===== config.mk =====
export PLATFORM = sky130hd
export DESIGN_NAME = ram_arbiter_flat
export DESIGN_NICKNAME = d
export VERILOG_FILES = /design/src/rtl/ram_arbiter_if.sv /design/src/rtl/ram_arbiter.sv /design/src/flat_wrapper.sv
export SDC_FILE = /design/constraint.sdc
export NUM_CORES = 1
export LEC_CHECK = 0
export BUFFER_PORTS_ARGS = -buffer_cell sky130_fd_sc_hd__clkbuf_2
export CAP_MARGIN = 20
export CORE_MARGIN = 3
export CORE_UTILIZATION = 30
export DETAILED_ROUTE_END_ITERATION = 10
export GPL_TIMING_DRIVEN = 0
export SYNTH_ARGS = -nofsm -noshare
export SYNTH_HDL_FRONTEND = slang
export SYNTH_SLANG_ARGS = --single-unit

===== constraint.sdc =====
create_clock -name clk -period 3.01 [get_ports clk]
set_clock_uncertainty 0.15 [all_clocks]
set_input_delay 0.1505 -clock clk [delete_from_list [all_inputs] [get_ports clk]]
set_output_delay 0.1505 -clock clk [all_outputs]
set_load 0.05 [all_outputs]

===== src/rtl/ram_arbiter_if.sv =====
`default_nettype none
// ============================================================================
// Module      : ram_arbiter_if
// Description : Fetch port, load/store data port and single-port RAM bus
//               shared by the RAM arbiter and its environment.
// Revision    : 1.0 - initial release
// ============================================================================
interface ram_arbiter_if #(
    parameter int ADDR_W = 16,
    parameter int DATA_W = 16
);
    logic              i_req;
    logic [ADDR_W-1:0] i_addr;
    logic              i_gnt;
    logic              i_rvalid;
    logic [DATA_W-1:0] i_rdata;

    logic              d_req;
    logic              d_we;
    logic [ADDR_W-1:0] d_addr;
    logic [DATA_W-1:0] d_wdata;
    logic              d_gnt;
    logic              d_rvalid;
    logic [DATA_W-1:0] d_rdata;

    logic              ram_cs;
    logic              ram_oe;
    logic              ram_we;
    logic [ADDR_W-1:0] ram_addr;
    logic [DATA_W-1:0] ram_din;
    logic [DATA_W-1:0] ram_dout;

    modport slave (
        input  i_req, i_addr, d_req, d_we, d_addr, d_wdata, ram_dout,
        output i_gnt, i_rvalid, i_rdata, d_gnt, d_rvalid, d_rdata,
               ram_cs, ram_oe, ram_we, ram_addr, ram_din
    );

    modport master (
        output i_req, i_addr, d_req, d_we, d_addr, d_wdata, ram_dout,
        input  i_gnt, i_rvalid, i_rdata, d_gnt, d_rvalid, d_rdata,
               ram_cs, ram_oe, ram_we, ram_addr, ram_din
    );
endinterface
`default_nettype wire


===== src/rtl/ram_arbiter.sv =====
`default_nettype none
// ============================================================================
// Module      : ram_arbiter
// Description : Arbitrates fetch and data ports onto one registered-read RAM;
//               one access per cycle, read data returned two cycles after grant.
// Revision    : 1.0 - initial release
// ============================================================================
module ram_arbiter #(
    parameter int ADDR_W     = 16,
    parameter int DATA_W     = 16,
    parameter int D_PRIORITY = 1
) (
    input  wire logic       clk,
    input  wire logic       rst_n,
    ram_arbiter_if.slave    bus
);

    logic              w_d_win;
    logic              w_i_gnt;
    logic              w_d_gnt;

    logic              r_cs;
    logic              r_oe;
    logic              r_we;
    logic              r_own_d;
    logic [ADDR_W-1:0] r_addr;
    logic [DATA_W-1:0] r_din;
    logic              r_i_rvalid;
    logic              r_d_rvalid;

    generate
        if (D_PRIORITY != 0) begin : g_fixed
            assign w_d_win = bus.d_req;
        end else begin : g_rr
            // Reset to "data last" so fetch takes the first contention.
            logic r_last_i;

            assign w_d_win = bus.d_req & (~bus.i_req | r_last_i);

            always_ff @(posedge clk) begin
                if (!rst_n) begin
                    r_last_i <= 1'b0;
                end else if (w_i_gnt || w_d_gnt) begin
                    r_last_i <= w_i_gnt;
                end
            end
        end
    endgenerate

    assign w_i_gnt = bus.i_req & ~w_d_win & rst_n;
    assign w_d_gnt = bus.d_req &  w_d_win & rst_n;

    always_ff @(posedge clk) begin
        if (!rst_n) begin
            r_cs       <= 1'b0;
            r_oe       <= 1'b0;
            r_we       <= 1'b0;
            r_own_d    <= 1'b0;
            r_addr     <= '0;
            r_din      <= '0;
            r_i_rvalid <= 1'b0;
            r_d_rvalid <= 1'b0;
        end else begin
            r_cs    <= w_i_gnt | w_d_gnt;
            r_oe    <= w_i_gnt | (w_d_gnt & ~bus.d_we);
            r_we    <= w_d_gnt & bus.d_we;
            r_own_d <= w_d_gnt;
            // Address/data hold on idle cycles; fetch never carries write data.
            if (w_d_gnt) begin
                r_addr <= bus.d_addr;
                r_din  <= bus.d_wdata;
            end else if (w_i_gnt) begin
                r_addr <= bus.i_addr;
            end
            r_i_rvalid <= r_oe & ~r_own_d;
            r_d_rvalid <= r_oe &  r_own_d;
        end
    end

    assign bus.i_gnt    = w_i_gnt;
    assign bus.d_gnt    = w_d_gnt;
    assign bus.ram_cs   = r_cs;
    assign bus.ram_oe   = r_oe;
    assign bus.ram_we   = r_we;
    assign bus.ram_addr = r_addr;
    assign bus.ram_din  = r_din;
    assign bus.i_rvalid = r_i_rvalid;
    assign bus.d_rvalid = r_d_rvalid;
    assign bus.i_rdata  = bus.ram_dout;
    assign bus.d_rdata  = bus.ram_dout;

endmodule
`default_nettype wire


===== src/flat_wrapper.sv =====
// flat-port wrapper written by rule: the top's interface ports become plain ports
module ram_arbiter_flat 
#(
    parameter int ADDR_W     = 16,
    parameter int DATA_W     = 16,
    parameter int D_PRIORITY = 1
)
  (clk, rst_n, bus_i_req, bus_i_addr, bus_d_req, bus_d_we, bus_d_addr, bus_d_wdata, bus_ram_dout, bus_i_gnt, bus_i_rvalid, bus_i_rdata, bus_d_gnt, bus_d_rvalid, bus_d_rdata, bus_ram_cs, bus_ram_oe, bus_ram_we, bus_ram_addr, bus_ram_din);
  ram_arbiter_if #(.ADDR_W(ADDR_W), .DATA_W(DATA_W)) bus_i ();
  input  wire logic clk;
  input  wire logic rst_n;
  input wire logic [$bits(bus_i.i_req)-1:0] bus_i_req;
  input wire logic [$bits(bus_i.i_addr)-1:0] bus_i_addr;
  input wire logic [$bits(bus_i.d_req)-1:0] bus_d_req;
  input wire logic [$bits(bus_i.d_we)-1:0] bus_d_we;
  input wire logic [$bits(bus_i.d_addr)-1:0] bus_d_addr;
  input wire logic [$bits(bus_i.d_wdata)-1:0] bus_d_wdata;
  input wire logic [$bits(bus_i.ram_dout)-1:0] bus_ram_dout;
  output wire logic [$bits(bus_i.i_gnt)-1:0] bus_i_gnt;
  output wire logic [$bits(bus_i.i_rvalid)-1:0] bus_i_rvalid;
  output wire logic [$bits(bus_i.i_rdata)-1:0] bus_i_rdata;
  output wire logic [$bits(bus_i.d_gnt)-1:0] bus_d_gnt;
  output wire logic [$bits(bus_i.d_rvalid)-1:0] bus_d_rvalid;
  output wire logic [$bits(bus_i.d_rdata)-1:0] bus_d_rdata;
  output wire logic [$bits(bus_i.ram_cs)-1:0] bus_ram_cs;
  output wire logic [$bits(bus_i.ram_oe)-1:0] bus_ram_oe;
  output wire logic [$bits(bus_i.ram_we)-1:0] bus_ram_we;
  output wire logic [$bits(bus_i.ram_addr)-1:0] bus_ram_addr;
  output wire logic [$bits(bus_i.ram_din)-1:0] bus_ram_din;
  assign bus_i.i_req = bus_i_req;
  assign bus_i.i_addr = bus_i_addr;
  assign bus_i.d_req = bus_d_req;
  assign bus_i.d_we = bus_d_we;
  assign bus_i.d_addr = bus_d_addr;
  assign bus_i.d_wdata = bus_d_wdata;
  assign bus_i.ram_dout = bus_ram_dout;
  assign bus_i_gnt = bus_i.i_gnt;
  assign bus_i_rvalid = bus_i.i_rvalid;
  assign bus_i_rdata = bus_i.i_rdata;
  assign bus_d_gnt = bus_i.d_gnt;
  assign bus_d_rvalid = bus_i.d_rvalid;
  assign bus_d_rdata = bus_i.d_rdata;
  assign bus_ram_cs = bus_i.ram_cs;
  assign bus_ram_oe = bus_i.ram_oe;
  assign bus_ram_we = bus_i.ram_we;
  assign bus_ram_addr = bus_i.ram_addr;
  assign bus_ram_din = bus_i.ram_din;
  ram_arbiter #(.ADDR_W(ADDR_W), .DATA_W(DATA_W), .D_PRIORITY(D_PRIORITY)) u_core (.clk(clk), .rst_n(rst_n), .bus(bus_i));
endmodule

==> results_dict.tcl <==
set metrics [dict create \
    ys_ff_latch 38 \
    synth_flop_cell "dfxtp_1" \
    core-area_um2 5990 \
    crit_slowest_cell "clkbuf_2" \
    clk_pin_slew_ns 0.08 \
    critPathCaptureType "output pin" \
    ys_seq_area_share_pct 40.6 \
    path_common_cell "buf_4" \
    ys_async_sr_fraction_pct 0 \
    finalHoldViolations 0 \
    yosysWarnings 0 \
    first_global_vias 1643 \
    initial_core_util_pct 31.3 \
    cts_buffers 5 \
    routed_wl_um 4650 \
    yosysUniqueCellTypes 19 \
    fin_nets 385 \
    p_leak_nw 1.61 \
    crit_arrival_ns 1.20 \
    holdWs_ns 0.0225 \
    rsz0062_at_grt "false" \
    diodes 0 \
    area_delta_synth_final_pct 51.8 \
    grt_max_degree 12 \
    vias 1624 \
    gp_congestion 0.658 \
    ant_nets 0 \
    syn_area_um2 1880 \
    cts_sinks 38 \
    grt_overflow 0 \
    cpPeakStageDelay_ns 0.27 \
    syn_inst 172 \
    root_buffer "clkbuf_8" \
    grt_pass1_wl_um 7440 \
    cts_tree "built" \
    final_core_util_pct 47.5 \
    num_io_pins 140 \
    synth_top_area_share_pct 40.6 \
    setup_viol 0 \
    dieWidth_um 85.1 \
    first_pass_iters 4 \
    synth.avg_cell_area_um2 10.9 \
    h-tree-depth 2 \
    syn_nets 241 \
    path_delay_family "buffers and inverters" \
    finalCritPeriodShare_pct 50.0 \
    max_cap_violations 0 \
    crit_type "in2out" \
    cp_max_fo 10 \
    cts.path.max_buffers 2 \
    maxSlewViolCount 0 \
    drive_gt1_share_pct 57.4 \
    clk_latency_ns 0.29 \
    power.density_nw_per_um2 497 \
    cts_resized 0 \
    fmax_ghz 0.664 \
    crit_buf_inv 4 \
    die_y_um 85.1 \
    hp-class "in2reg" \
    power.total_mw 1.41 \
    tightest_slew_ns 0.475 \
    via_per_inst 4.14 \
    dp_hpwl_um 3470 \
    fin_tns_setup_ns 0 \
    synth_edf_count 0 \
    synth_area_leader_cell "dfxtp_1" \
    drtIter0Drc 37 \
    routedWlPerCell_um 11.9 \
    port-buffer-count 120 \
    path_cells "buf_4, buf_4, buf_2, and2_1, clkbuf_2" \
    grt_use_total_pct 12.8 \
    cts-hold-fix-buffers 17 \
    post_cts_buffers 0 \
    antenna_found_initial 0 \
    ir_drop_v 0.000208 \
    status "finished clean" \
    start_kind "input pin" \
    required_ns 2.71 \
    max_slew_margin_pct 68.4 \
    period_needed_ns 1.51 \
    ys_top_cells_by_area "dfxtp_1 41%, buf_4 14%, mux2i_1 8.5%" \
    die-area_um2 7240 \
    route.detailed.drc 0 \
    fillers 581 \
    fp-row-count 28 \
]
-- flip-flops by register name, summed over array words and instances, names as in the netlist --
name and count:
u_core.bus.ram_addr 16, u_core.bus.ram_din 16, u_core.bus.d_rvalid 1, u_core.bus.i_rvalid 1
u_core.bus.ram_cs 1, u_core.bus.ram_oe 1, u_core.bus.ram_we 1, u_core.r_own_d 1
-- cells by family (layout without fill, tap and decap cells) --
| logic type | after synthesis | in the layout | share of synthesized area [%] |
|---|---|---|---|
| multiplexers | 32 | 32 | 19.7 |
| buffers and inverters | 44 | 189 | 17.3 |
| AO/OA/AOI/OAI | 18 | 18 | 9.34 |
| flip-flops | 38 | 38 | 40.6 |
| AND/OR/NAND/NOR | 40 | 40 | 13.1 |
-- area by class of cell --
cell class                 instances  area [µm²]  area share (%)
clock buffer                       7        76.3            2.68
timing repair buffer             137         771            27.1
buffer                            44         324            11.4
clock inverter                     1        30.0            1.05
tap                               75        93.8            3.30
sequential                        38         761            26.7
multi-input combinational         90         791            27.8
-- stage by stage --
stage               area (µm²)  worst slack, ns  instances
CTS                       2850             1.48        392
global route              2850             1.42        392
finish                    2850             1.50        392
detailed placement        2570             1.48        367
floorplan                 1880             1.42        172
global placement          2570             1.49        367
-- synthesized netlist by cell type (all sizes together), types with 2 or more instances --
master and n:
mux2 16, dfxtp 38, o211a 16, nand2 2
nor2 2, mux2i 16, or2b 4, buf 40
nand2b 12, and3 2, clkbuf 4, and2 2
nor2b 16
-- final timing paths --
| path | startpoint | to | slack (ns) | cells after the start |
|---|---|---|---|---|
| max | bus_d_req | bus_d_gnt | 1.50 | 5 |
| min | bus_d_addr[7] | u_core.bus.ram_addr[7] | 0.02 | 3 |
| max reg2reg | u_core.bus.ram_addr[14] | u_core.bus.ram_addr[14] | 1.98 | 2 |
| min reg2reg | u_core.r_own_d | u_core.bus.i_rvalid | 0.26 | 1 |
-- worst reg2reg max path, delay by kind of cell (launching register included) --
| kind | cells | cell delay (ns) |
|---|---|---|
| compound gates | 1 | 0.20 |
| mux | 1 | 0.26 |
| flops | 1 | 0.32 |
-- power by group --
part           total, mW  switching [mW]  internal (mW)
Clock              0.421           0.173          0.248
Sequential         0.551          0.0151          0.536
Combinational      0.443           0.280          0.163
-- per-layer routing --
| layer | vias to the layer above | part of all wire [%] | GRT usage (%) |
|---|---|---|---|
| met3 | 5 | 9.7 | 4.76 |
| met4 | 0 | 0.99 | 3.02 |
| met2 | 74 | 48 | 21.9 |
| li1 | 831 | - | - |
| met5 | - | 0 | 0 |
| met1 | 714 | 41 | 15.1 |
-- cell usage in the layout, fill, tap and decap left out, drive strengths merged --
| cell type | netlist | layout |
|---|---|---|
| and3 | 2 | 2 |
| buf | 40 | 40 |
| o21a | 1 | 1 |
| nand2 | 2 | 2 |
| nor2b | 16 | 16 |
| or2b | 4 | 4 |
| and2 | 2 | 2 |
| dfxtp | 38 | 38 |
| bufinv | 0 | 1 |
| a21boi | 1 | 1 |
| clkbuf | 4 | 131 |
| mux2 | 16 | 16 |
| dlygate4sd3 | 0 | 17 |
| mux2i | 16 | 16 |
| nand2b | 12 | 12 |
| nor2 | 2 | 2 |
| o211a | 16 | 16 |
Power figures use the tool's default switching activity.
